`src/rtl/sum_fifo_if.sv`:
```
// sum_fifo_if: producer/consumer bundle for sum_fifo.
// master drives beats and pops, slave is the FIFO.
interface sum_fifo_if #(
  parameter int N     = 32,
  parameter int CH    = 2,
  parameter int DEPTH = 16
);
  localparam int AW = $clog2(DEPTH);

  logic [CH*N-1:0] in_data;
  logic            in_valid;
  logic            in_ready;
  logic [N-1:0]    out_data;
  logic            out_valid;
  logic            out_ready;
  logic [AW:0]     level;
  logic            ovf;
  logic            clr_ovf;

  modport master (
    output in_data, in_valid, out_ready, clr_ovf,
    input  in_ready, out_data, out_valid, level, ovf
  );

  modport slave (
    input  in_data, in_valid, out_ready, clr_ovf,
    output in_ready, out_data, out_valid, level, ovf
  );
endinterface

```
`src/rtl/sum_fifo.sv`:
```
// sum_fifo: sums CH channels per beat into a first-word-fall-through FIFO.
// Define SUM_FIFO_SAT_EN to saturate overflowing sums instead of wrapping.
module sum_fifo #(
  parameter int N     = 32,
  parameter int CH    = 2,
  parameter int DEPTH = 16
) (
  input logic       clk,
  input logic       rst,
  sum_fifo_if.slave bus
);
  localparam int AW = $clog2(DEPTH);
  localparam int SW = N + $clog2(CH);

  logic [SW-1:0] sum_c;
  logic          big_c;
  logic [N-1:0]  fit_c;
  logic [AW+1:0] occ_c;
  logic          rdy_c;
  logic          acc_c;
  logic          push_c;
  logic          pop_c;
  logic [AW-1:0] rp_nx;

  logic [N-1:0]  mem_q [DEPTH];
  logic [N-1:0]  stg_q, stg_d;
  logic [N-1:0]  head_q, head_d;
  logic          stv_q, stv_d;
  logic          ovf_q, ovf_d;
  logic [AW:0]   lvl_q, lvl_d;
  logic [AW-1:0] wp_q, wp_d;
  logic [AW-1:0] rp_q, rp_d;

  always_comb begin
    sum_c = '0;
    for (int k = 0; k < CH; k++)
      sum_c = sum_c + SW'(bus.in_data[k*N +: N]);
  end

  assign big_c = |sum_c[SW-1:N];

`ifdef SUM_FIFO_SAT_EN
  assign fit_c = big_c ? '1 : sum_c[N-1:0];
`else
  assign fit_c = sum_c[N-1:0];
`endif

  // The stage always has a slot reserved, so it never stalls.
  assign occ_c  = {1'b0, lvl_q} + (AW+2)'(stv_q);
  assign rdy_c  = !rst && (occ_c < (AW+2)'(DEPTH));
  assign acc_c  = bus.in_valid && rdy_c;
  assign push_c = stv_q;
  assign pop_c  = bus.out_ready && (lvl_q != '0);
  assign rp_nx  = rp_q + AW'(1);

  always_comb begin
    stv_d  = acc_c;
    stg_d  = acc_c ? fit_c : stg_q;
    ovf_d  = (acc_c && big_c) || (ovf_q && !bus.clr_ovf);
    wp_d   = push_c ? wp_q + AW'(1) : wp_q;
    rp_d   = pop_c ? rp_nx : rp_q;
    lvl_d  = lvl_q;
    head_d = head_q;
    unique case ({push_c, pop_c})
      2'b10:   lvl_d = lvl_q + (AW+1)'(1);
      2'b01:   lvl_d = lvl_q - (AW+1)'(1);
      default: ;
    endcase
    // With one entry left, its successor is still in the stage.
    unique case (1'b1)
      push_c && (lvl_q == '0):
        head_d = stg_q;
      pop_c && (lvl_q > (AW+1)'(1)):
        head_d = mem_q[rp_nx];
      pop_c && push_c && (lvl_q == (AW+1)'(1)):
        head_d = stg_q;
      default: ;
    endcase
  end

  always_ff @(posedge clk) begin
    if (rst) begin
      stv_q  <= 1'b0;
      stg_q  <= '0;
      head_q <= '0;
      ovf_q  <= 1'b0;
      lvl_q  <= '0;
      wp_q   <= '0;
      rp_q   <= '0;
    end else begin
      stv_q  <= stv_d;
      stg_q  <= stg_d;
      head_q <= head_d;
      ovf_q  <= ovf_d;
      lvl_q  <= lvl_d;
      wp_q   <= wp_d;
      rp_q   <= rp_d;
    end
  end

  always_ff @(posedge clk) begin
    if (push_c)
      mem_q[wp_q] <= stg_q;
  end

  assign bus.in_ready  = rdy_c;
  assign bus.out_valid = (lvl_q != '0);
  assign bus.out_data  = head_q;
  assign bus.level     = lvl_q;
  assign bus.ovf       = ovf_q;
endmodule
```
`src/flat_wrapper.sv`:
```
// flat-port wrapper written by rule: the top's interface ports become plain ports
module sum_fifo_flat 
#(
  parameter int N     = 32,
  parameter int CH    = 2,
  parameter int DEPTH = 16
)
  (clk, rst, bus_in_data, bus_in_valid, bus_out_ready, bus_clr_ovf, bus_in_ready, bus_out_data, bus_out_valid, bus_level, bus_ovf);
  sum_fifo_if #(.N(N), .CH(CH), .DEPTH(DEPTH)) bus_i ();
  input logic clk;
  input logic rst;
  input wire logic [$bits(bus_i.in_data)-1:0] bus_in_data;
  input wire logic [$bits(bus_i.in_valid)-1:0] bus_in_valid;
  input wire logic [$bits(bus_i.out_ready)-1:0] bus_out_ready;
  input wire logic [$bits(bus_i.clr_ovf)-1:0] bus_clr_ovf;
  output wire logic [$bits(bus_i.in_ready)-1:0] bus_in_ready;
  output wire logic [$bits(bus_i.out_data)-1:0] bus_out_data;
  output wire logic [$bits(bus_i.out_valid)-1:0] bus_out_valid;
  output wire logic [$bits(bus_i.level)-1:0] bus_level;
  output wire logic [$bits(bus_i.ovf)-1:0] bus_ovf;
  assign bus_i.in_data = bus_in_data;
  assign bus_i.in_valid = bus_in_valid;
  assign bus_i.out_ready = bus_out_ready;
  assign bus_i.clr_ovf = bus_clr_ovf;
  assign bus_in_ready = bus_i.in_ready;
  assign bus_out_data = bus_i.out_data;
  assign bus_out_valid = bus_i.out_valid;
  assign bus_level = bus_i.level;
  assign bus_ovf = bus_i.ovf;
  sum_fifo #(.N(N), .CH(CH), .DEPTH(DEPTH)) u_core (.clk(clk), .rst(rst), .bus(bus_i));
endmodule
```
`config.mk`:
```
export PLATFORM = sky130hd
export DESIGN_NAME = sum_fifo_flat
export DESIGN_NICKNAME = d
export VERILOG_FILES = /design/src/rtl/sum_fifo_if.sv /design/src/rtl/sum_fifo.sv /design/src/flat_wrapper.sv
export SDC_FILE = /design/constraint.sdc
export NUM_CORES = 1
export LEC_CHECK = 0
export BUFFER_PORTS_ARGS = -buffer_cell sky130_fd_sc_hd__buf_4
export CORE_MARGIN = 2
export CORE_UTILIZATION = 64
export CTS_BUF_LIST = sky130_fd_sc_hd__clkbuf_2
export DETAILED_ROUTE_END_ITERATION = 6
export HOLD_SLACK_MARGIN = 0.06
export PLACE_DENSITY = 0.81
export SYNTH_ARGS = -nofsm -noshare
export SYNTH_HDL_FRONTEND = slang
export SYNTH_SLANG_ARGS = --single-unit
```
`constraint.sdc`:
```
create_clock -name clk -period 2.8 [get_ports clk]
set_input_delay 0.28 -clock clk [delete_from_list [all_inputs] [get_ports clk]]
set_output_delay 0.28 -clock clk [all_outputs]
set_load 0.005 [all_outputs]
```
==> flow_metrics.tcl <==
set metrics [dict create \
    initial_core_util_pct 64.85 \
    fillCellCount 2060 \
    area_delta_synth_final_pct 17.35 \
    clk_pin_slew_worst_paths_ns 0.12 \
    powerDensity_mw_per_mm2 750.5 \
    synth.distinct_cells 71 \
    numPortBuffers 108 \
    clock_latency_ns 1.04 \
    synth_fa_ha_area_share_pct 2.239 \
    netlist_area_mm2 0.02437 \
    final_antenna_net_count 0 \
    violations "negative setup slack" \
    wire_per_inst_um 25.12 \
    async_flop_share_pct 0 \
    nets 1841 \
    placed_cell_area_mm2 0.02616 \
    arrival_ns 3.71 \
    cts_made_buffers 139 \
    vias_per_cell 6.298 \
    synth_area_per_cell_um2 17.43 \
    report.final.slew_viol_count 0 \
    fmax_mhz 355.3 \
    cp_cell_sequence "dlygate4sd3_1 > buf_4 > ha_4 > dlygate4sd3_1 > inv_2 > o31ai_1 > a21oi_1 > nand2_1 > o41a_1 > a31oi_2 > xor2_1 > dlygate4sd3_1 > o21ai_0" \
    dp.cells 1999 \
    multiInputGateArea_mm2 0.007096 \
    cts_tree "done" \
    rows 71 \
    regArea_mm2 0.01696 \
    grt_overflow_total 0 \
    tightest_slew_ns 0.8486 \
    die_w_um 199.1 \
    clock_path_buffers 3 \
    yosysMostFrequentCell "edfxtp_1" \
    drc 0 \
    cp_num_buf_inv 5 \
    synth_area_leaders "edfxtp_1 (63%), mux4_2 (13%), dfxtp_1 (6.5%)" \
    synth_top_area_cell "edfxtp_1" \
    setup_viol 1 \
    endpoint_kind "flip-flop" \
    status "finished, violations left" \
    stdcell_count 2352 \
    antenna_found_initial 1 \
    irDropWorstVdd_mv 0.3771 \
    start_kind "input pin" \
    synth-seq-cells 591 \
    vias 14810 \
    die_h_um 199.1 \
    yosys_most_used_dff "edfxtp_1" \
    fin_crit_sh_pct 100.5 \
    synth_common_cells "edfxtp_1 (512), mux4_2 (141), nor2_1 (98)" \
    hp-class "in2reg" \
    fin_area_mm2 0.02860 \
    grtUsageTotal_pct 30.89 \
    synth_edf_count 512 \
    cts_sinks 591 \
    postRouteWirelength_um 59090 \
    grt_pass1_vias 15240 \
    dp_hpwl_um 33850 \
    slowest_stage "dlygate4sd3_1" \
    cp_top_family "buffers and inverters" \
    synth_top_family_by_area "multiplexers" \
    ios 109 \
    synth_seq_area_share_pct 69.58 \
    whs_ns 0.1042 \
    grt_start_max_net_pins 52 \
    netlist.area_leader.share_pct 63.09 \
    cts_max_level 4 \
    gp_congestion 0.8785 \
    fin_ws_ns -0.01486 \
    worst-endpoint-required_ns 3.69 \
    synth_cells 1398 \
    die_area_mm2 0.03965 \
    drive_gt1_share_pct 31.58 \
    cap_violations 0 \
    synthXorXnorAreaFrac_pct 1.258 \
    firstDrtPassIters 6 \
    power.leakage_nw 10.13 \
    design.core.area_mm2 0.03758 \
    ys_warn_count 0 \
    hold_viol 0 \
    critPathMaxStageDelay_ns 0.58 \
    period_needed_ns 2.815 \
    synthMuxAreaShare_pct 13.94 \
    cp_max_fo 4 \
    synthSimpleGateAreaFrac_pct 5.247 \
    grt_pass1_wl_um 88850 \
    path_class "in2reg" \
    path_common_cell "dlygate4sd3_1" \
    synth_compound_area_share_pct 5.941 \
    fin_skew_ns 0.1044 \
    syn-num-nets 1510 \
    root_buffer "clkbuf_2" \
    drt_iter0_drc 1547 \
    relSlewSlack_pct 43.35 \
]
-- cells in the final DEF (no fill, tap or decap), types with 20 or more instances in the layout --
cell,synthesis,final
dfxtp_1,79,78
ha_1,42,39
mux2i_1,22,22
clkinv_1,0,24
a221oi_1,21,21
nor2_1,98,98
a211oi_1,46,45
nand2_1,72,72
mux4_2,141,141
edfxtp_1,512,512
dlygate4sd3_1,0,97
clkbuf_2,2,213
o21ai_0,22,22
buf_12,0,20
and2_1,40,24
buf_4,8,143
a21oi_1,60,55
-- sequential cells by signal (all words and copies together), names as in the netlist --
register and flops:
u_core.bus.level 5, u_core.bus.out_data 32, u_core.bus.ovf 1, u_core.mem_q 512
u_core.push_c 1, u_core.rp_q 4, u_core.stg_q 32, u_core.wp_q 4
-- routing by layer --
layer | track usage [%] | vias up | wire length [um]
met4 | 10.42 | 0 | 1308
met3 | 6.717 | 114 | 6420
met2 | 50.33 | 942 | 29560
met1 | 42.09 | 7372 | 21800
li1 | - | 6386 | -
met5 | 0 | - | 0
-- through the flow --
step / setup TNS, ns / power, mW / utilization (%) / setup slack [ns]
after floorplan: 0 / 13.66 / - / 0.2660
after global placement: 0 / 15.35 / 69.61 / 0.04587
after detailed placement: 0 / 15.51 / 69.61 / 0.01632
after CTS: 0 / 21.49 / 75.92 / 0.05454
after global routing: -0.05240 / 22.38 / 76.10 / -0.02256
final: -0.01486 / 21.46 / 76.10 / -0.01486
-- layout make-up --
cell class	count	area share, %
inverter	19	0.2494
tap	511	2.236
multi-input combinational	718	24.81
timing repair buffer	260	8.549
sequential	591	59.31
clock inverter	39	1.111
clock buffer	213	3.728
antenna	1	0.008750
-- worst paths after layout --
| check | startpoint | endpoint | slack, ns | depth (start not counted) |
|---|---|---|---|---|
| setup / recovery | bus_in_data[39] | u_core.stg_q[25] | -0.01 | 13 |
| hold reg to reg | u_core.bus.out_data[9] | u_core.bus.out_data[9] | 0.51 | 2 |
| setup reg to reg | u_core.bus.level[1] | u_core.bus.out_data[10] | 0.19 | 11 |
| hold / removal | bus_in_data[1] | u_core.stg_q[3] | 0.10 | 5 |
-- cell families (layout without fill, tap and decap cells) --
group	count (synthesis)	after routing
compound gates	207	207
other cells	0	1
simple gates	270	270
xor+xnor	35	35
flops	591	591
mux	163	163
fa+ha+maj	43	43
buf+inv	89	531
-- worst min-delay path, stage by stage --
cell      delay [ns]
buf_4           0.10
ha_1            0.16
a211oi_1        0.08
o211ai_1        0.34
a21oi_1         0.09
-- power breakdown --
group	leakage (nW)	internal [mW]	total [mW]	switching [mW]
combinational	3.74	2.52	4.92	2.39
sequential	5.36	10.1	10.7	0.573
clock	1.03	2.57	5.84	3.27
total	10.1	15.2	21.5	6.24
-- repair_timing --
item,4_1_cts,5_1_grt
setup buffers,0,3
endpoints found under the hold margin,79,0
hold buffers,98,0
gates resized for setup,1,12
endpoints found under the setup margin,1,11
pin swaps,0,7
(Power assumes the default switching activity.)
